<file path="config.mk">
export PLATFORM = sky130hd
export DESIGN_NAME = pfpu_vseq
export DESIGN_NICKNAME = d
export VERILOG_FILES = /design/src/rtl/pfpu_vseq.sv
export SDC_FILE = /design/constraint.sdc
export NUM_CORES = 1
export LEC_CHECK = 0
export BUFFER_PORTS_ARGS = -buffer_cell sky130_fd_sc_hd__buf_2
export CAP_MARGIN = 10
export CORE_MARGIN = 5
export CORE_UTILIZATION = 42
export CTS_CLUSTER_DIAMETER = 200
export DETAILED_ROUTE_END_ITERATION = 10
export RECOVER_POWER = 25
export SYNTH_ARGS = -nofsm -noshare
export SYNTH_HDL_FRONTEND = slang
export SYNTH_SLANG_ARGS = --single-unit
</file>
<file path="constraint.sdc">
create_clock -name sys_clk -period 3.2 [get_ports sys_clk]
set_input_delay 0.16 -clock sys_clk [delete_from_list [all_inputs] [get_ports sys_clk]]
set_output_delay 0.16 -clock sys_clk [all_outputs]
set_load 0.03 [all_outputs]
</file>
<file path="src/rtl/pfpu_vseq.sv">
// Vertex sequencer for the programmable FPU: steps a mesh in row-major order,
// running the per-vertex program, waiting out the pipeline drain and handing each vertex to the sink.
module pfpu_vseq #(
    parameter int DRAIN = 8
) (
    input  logic        sys_clk,
    input  logic        sys_rst_n,
    input  logic        start,
    input  logic        abort,
    input  logic [10:0] prog_len,
    input  logic [6:0]  hmeshlast,
    input  logic [6:0]  vmeshlast,
    input  logic [10:0] pc,
    output logic        count_rst,
    output logic        issue_en,
    output logic [6:0]  vx,
    output logic [6:0]  vy,
    output logic        vout_valid,
    input  logic        vout_ready,
    output logic        busy,
    output logic        irq,
    output logic [13:0] vertex_cnt
);

    typedef enum logic [1:0] {S_IDLE, S_RUN, S_DRAIN, S_EMIT} state_t;

    localparam logic [7:0] DRAIN_LD = 8'(DRAIN);

    state_t      r_state;
    state_t      w_next;
    logic [10:0] r_n;
    logic [6:0]  r_hlast;
    logic [6:0]  r_vlast;
    logic [6:0]  r_vx;
    logic [6:0]  r_vy;
    logic [13:0] r_cnt;
    logic [7:0]  r_drain;
    logic        r_issue;
    logic        r_irq;
    logic        w_start;
    logic        w_xfer;
    logic        w_last;

    always_comb begin
        w_next  = r_state;
        w_start = (r_state == S_IDLE) && start && (prog_len != 11'd0);
        // abort wins over a transfer in the same cycle
        w_xfer  = (r_state == S_EMIT) && vout_ready && !abort;
        w_last  = (r_vx == r_hlast) && (r_vy == r_vlast);
        case (r_state)
            S_IDLE:  if (w_start) w_next = S_RUN;
            S_RUN:   if (pc == r_n - 11'd1) w_next = S_DRAIN;
            S_DRAIN: if (r_drain == 8'd1) w_next = S_EMIT;
            S_EMIT:  if (w_xfer) w_next = w_last ? S_IDLE : S_RUN;
            default: w_next = S_IDLE;
        endcase
        if (abort && (r_state != S_IDLE))
            w_next = S_IDLE;
    end

    always_ff @(posedge sys_clk) begin
        if (!sys_rst_n) begin
            r_state <= S_IDLE;
            r_n     <= 11'd0;
            r_hlast <= 7'd0;
            r_vlast <= 7'd0;
            r_vx    <= 7'd0;
            r_vy    <= 7'd0;
            r_cnt   <= 14'd0;
            r_drain <= 8'd0;
            r_issue <= 1'b0;
            r_irq   <= 1'b0;
        end else begin
            r_state <= w_next;
            // program memory has one cycle of read latency
            r_issue <= (r_state == S_RUN);
            r_irq   <= w_xfer && w_last;
            if (w_start) begin
                r_n     <= prog_len;
                r_hlast <= hmeshlast;
                r_vlast <= vmeshlast;
                r_vx    <= 7'd0;
                r_vy    <= 7'd0;
                r_cnt   <= 14'd0;
            end
            if ((r_state == S_RUN) && (w_next == S_DRAIN))
                r_drain <= DRAIN_LD;
            else if ((r_state == S_DRAIN) && (r_drain != 8'd0))
                r_drain <= r_drain - 8'd1;
            if (w_xfer) begin
                if (r_cnt != 14'h3FFF)
                    r_cnt <= r_cnt + 14'd1;
                if (!w_last) begin
                    if (r_vx == r_hlast) begin
                        r_vx <= 7'd0;
                        r_vy <= r_vy + 7'd1;
                    end else begin
                        r_vx <= r_vx + 7'd1;
                    end
                end
            end
        end
    end

    assign count_rst  = (r_state != S_RUN);
    assign issue_en   = r_issue;
    assign vx         = r_vx;
    assign vy         = r_vy;
    assign vout_valid = (r_state == S_EMIT);
    assign busy       = (r_state != S_IDLE);
    assign irq        = r_irq;
    assign vertex_cnt = r_cnt;

endmodule

</file>
* After elaboration in Yosys (flattened, before gate mapping) *
Cells that the tools add are included.

storage, ports and cells
  flip-flop bits (word level) = 65
  bits of input ports = 41
  output and inout port bits = 33
  logic and storage cells = 63

operators by class
  $add $sub $neg = 5
  equal/unequal tests = 10
  mux-type cells = 20
  bitwise logic cells = 1
  reductions and logical operators = 16

operators with widths
  operator               count
  $mux 7                 8
  $mux 14                3
  $add 14x1->14 const B  1
  $add 7x1->7 const B    2
  $eq 7x7->1             2
  $ne 14x14->1 const B   1
  $eq 11x11->1           1
  $reduce_bool 11->1     1
  $sub 11x1->11 const B  1
  $mux 2                 5
  $logic_and 1x1->1      9
  $eq 8x1->1 const B     1
  $mux 4                 2
  $pmux 2 s4             1
  $reduce_bool 8->1      1
  $sub 8x1->8 const B    1
  $eq 2x2->1 const B     3
  $reduce_bool 2->1      2
  $eq 2x1->1 const B     1
  $logic_not 2->1        1
  $ne 2x1->1 const B     1
  $reduce_or 2->1        1
  $logic_not 1->1        1
  $mux 1                 1
  $not 1->1              1

* Longest topological paths before layout *
  depth in word-level cells = 9
  mapped depth = 8
  gate-level depth less buffers = 8

* Worst setup path before layout *
OpenSTA, ideal clock, no wires.

  path kind = reg-to-reg
  from = register r_n[4]
  to = register r_drain[0]
  library setup time = 0.132 ns
  arrival time = 2.116 ns
  required time = 3.068 ns
  path slack = 0.952 ns
  cell stages (with the launch flop) = 9
  path buffers = 2
  clock period less this slack = 2.248 ns
  cells stage by stage = dfxtp_1 -> buf_6 -> or4_1 -> buf_2 -> or4_1 -> o311ai_1 -> nand3_2 -> o41ai_4 -> nor2_1

between the ends
  cells in the longest elaborated chain, start to end = 8

ends and longest elaborated chain
  item                              RTL line  RTL
  start, declared                   31        logic [10:0] r_n;
  start signal, assigned            79        r_n <= prog_len;
  $sub 11x1->11                     52        S_RUN: if (pc == r_n - 11'd1) w_next = S_DRAIN;
  $eq 11x11->1                      52
  $mux 2                            52
  $pmux 2 s4                        50        case (r_state)
  $mux 2                            57        if (abort && (r_state != S_IDLE))
  $eq 2x2->1                        86        if ((r_state == S_RUN) && (w_next == S_DRAIN))
  $logic_and 1x1->1                 86
  $reduce_or 2->1 (no source line)  --
  end signal, assigned              89        r_drain <= r_drain - 8'd1;
  end, declared                     37        logic [7:0] r_drain;

No other way between the ends.
A chain may end at the register's enable or synchronous reset.

* Worst setup path after layout *
  from = register r_n[0]
  to = register r_drain[1]

The elaborated chain is that of the path after synthesis.

==> metrics.txt <==
status finished, final reports clean; Starting Density 43.73%; final cell count without fillers about 620; synth top area cells dfxtp_1, nand2_1, a21oi_1, xnor2_1, nor2_1; Max Cap Viol 0; Worst VDD drop 0.0002001 V; worst hold start hmeshlast[1]; Longest Clk Path Bufs 2; Inst Count DP 599; First DRT Iteration DRCs 134; relative slew slack approximately three fifths; Critical Path Sink Type register; Clock Skew 0.008249 ns; post-place setup slack 0.6960 ns; Buf/Inv on CP 1; CTS root buf clkbuf_8; RSZ-0062 raised after global routing false; first-pass GRT wire length around 15000 µm; Synth Net Count 484; total negative slack 0 ns; Hold Slack 0.03512 ns; H-Tree Depth 3; row count 32; Leakage between 0.0015 and 0.002 µW; post-synth top area cell dfxtp_1; critical path type register to register; CP Data Arrival Time 2.76 ns; num ports 74; CORE AREA 7807 µm²; worst r2r path cells 8; Avg Inst Size Synth about 7.8 µm²; gr usage total between 10% and 20%; Final Max Tran Viols 0; post-route ant nets 0; Worst path slowest cell a2111oi_0; Syn. warnings 0; clock latency on the worst-skew pair 0.35 ns; Final period util 79.76%; Fill cells 794; DP HPWL 6513 µm; first drt pass iteration count 5; largest net degree at the start of global routing 32; GRT Residual Overflow 0; Crit path largest cell delay 0.46 ns; RePlAce Congestion 0.8068; Main synth FF type dfxtp_1; Final setup viols 0; Min Clock Period, post-route 2.552 ns; r2r setup slk about 0.65 ns; number of library cell types mapped by synthesis a little over 50; hold path cells 3; # clock sinks between 60 and 70; post-cts gate resize count 0; TritonCTS clock tree done; Port Buf Inserts 73; fmax about 390 MHz; Pwr per Cell Area ~440 nW/µm²; fraction of layout cells with a size suffix above 1 16.76%; worst hold path endpoint r_hlast[1]$_SDFFE_PN0P_; vias in the first global route 3161; area share of the largest cell type after synthesis 38.11%; CTS clk-pin slew, worst paths 0.08 ns; DR vias/cell around 5.4; Seq/Total Area, Yosys 38.11%; CTS buffer count 9; Crit Path Max Fanout 7; CP Cell Sequence inv_1, ha_1, nor3b_1, a22oi_1, a2111oi_0, nand3_2, o41ai_4, a211oi_1; Critical Path Start Type register; post-route setup slack 0.6478 ns; Cells after Synth ~440; Die W between 100 and 150 µm; Layout Nets 555; Vias 3349; die footprint 10030 µm²; crit-path leading delay family compound AO/OA/AOI/OAI gates; initial antenna violation count 0; Hold Crit Class input port to register; die height 100.2 µm; final WL around 8900 µm; WL/cell about 14 µm; ant diodes 0; Netlist Area Pre-Place 3415 µm²; worst reg2reg path startpoint r_n[0]$_SDFFE_PN0P_; Worst EP required 3.41 ns; final hold violation count 0; Area growth, synth to finish 18.47%; CP Depth 8; # DRC 0; post-CTS setup buffers 0; r2r endpoint r_drain[1]$_SDFFE_PP0P_; Worst-Margin Slew between 0.6 and 0.7 ns; Finished Core Util 51.81%; Synth Register Bits 65; CTS hold repair buffers 0; Post-synth EDFFs 0; asr flop ratio synth 0%
[flip-flops by register name, indices dropped and copies added, names as in the netlist]
register,flops
r_vlast,7
vertex_cnt,14
r_n,11
r_state,2
r_hlast,7
irq,1
vx,7
issue_en,1
vy,7
r_drain,8
[synth_stat cells (3+ instances only)]
cell / count
xnor2_1: 28
buf_1: 3
or2_2: 8
inv_1: 11
nor3_1: 15
nand2b_1: 9
or3_1: 5
o21a_1: 4
or3b_2: 3
dfxtp_1: 65
nor4_1: 9
clkbuf_1: 13
ha_1: 6
nand2_1: 75
xor2_1: 4
nand4_1: 7
o21ai_0: 14
a21o_1: 3
and3_1: 6
or4_1: 3
nand3_1: 22
a21oi_1: 51
nor2_1: 31
o211ai_1: 3
a31oi_1: 9
[area by class of cell]
class                   instances  area (µm²)  share of cell area [%]
repair buffers                 78       374.1                   9.248
inverters                      11       41.29                   1.021
flip-flops and latches         65        1301                   32.17
well taps                     102       127.6                   3.155
multi-input cells             343        1996                   49.33
clock inverters                 6       67.56                   1.670
clock buffers                  10       137.6                   3.402
[stage by stage]
step,instance area [µm²],power (µW)
after floorplan,3415,1028
after global placement,3869,1098
after detailed placement,3869,1101
after CTS,4074,1821
after global routing,4045,1877
final,4045,1797
[layout by cell type (no fill, tap or decap), types with 3 or more instances in the layout]
cell type and instances:
a21o_1 3, a21oi_1 51, a31oi_1 9, and3_1 6
buf_2 50, buf_4 5, clkbuf_1 23, clkbuf_8 10
dfxtp_1 65, ha_1 6, inv_1 11, nand2_1 75
nand2b_1 9, nand3_1 22, nand4_1 7, nor2_1 31
nor3_1 15, nor4_1 9, o211ai_1 3, o21a_1 4
o21ai_0 14, or2_2 8, or3_1 5, or3b_2 3
or4_1 3, xnor2_1 28, xor2_1 4
[cell families after synthesis]
| group | Yosys count | share of synthesized area [%] |
|---|---|---|
| AND/OR/NAND/NOR | 203 | 29.10 |
| flip-flops | 65 | 38.11 |
| adder cells (fa/ha/maj) | 6 | 2.199 |
| multiplexers | 2 | 0.6229 |
| AO/OA/AOI/OAI | 99 | 17.66 |
| XOR/XNOR | 33 | 8.868 |
| buffers and inverters | 29 | 3.444 |
[report_power, final]
part	leakage [µW]	total, µW	internal, µW	switching, µW
clock network	0.0000985	716	382	334
logic	0.000882	231	95.8	135
registers	0.000528	850	830	20.4
total	0.00151	1800	1310	490
[metal layers]
layer | global-route usage [%] | wire length [µm] | up-vias
met2 | 29.77 | 4208 | 75
met4 | 6.218 | 103 | 0
met3 | 4.587 | 534 | 9
li1 | - | - | 1687
met1 | 22.81 | 4045 | 1578
met5 | 0 | 0 | -
[tightest hold or removal path: cells and delay by family]
family	cells	cell delay, ns
compound gates	1	0.05
buf+inv	1	0.09
simple gates	1	0.04
[worst max-delay path by stage]
stage,start,end
global route,r_n[0]$_SDFFE_PN0P_,r_drain[1]$_SDFFE_PP0P_
CTS,r_n[0]$_SDFFE_PN0P_,r_drain[1]$_SDFFE_PP0P_
floorplan,r_n[4]$_SDFFE_PN0P_,r_drain[0]$_SDFFE_PP0P_
detailed placement,r_n[0]$_SDFFE_PN0P_,r_drain[1]$_SDFFE_PP0P_
global placement,r_n[0]$_SDFFE_PN0P_,r_drain[5]$_SDFFE_PP0P_
finish,r_n[0]$_SDFFE_PN0P_,r_drain[1]$_SDFFE_PP0P_
Power figures use the tool's default switching activity.
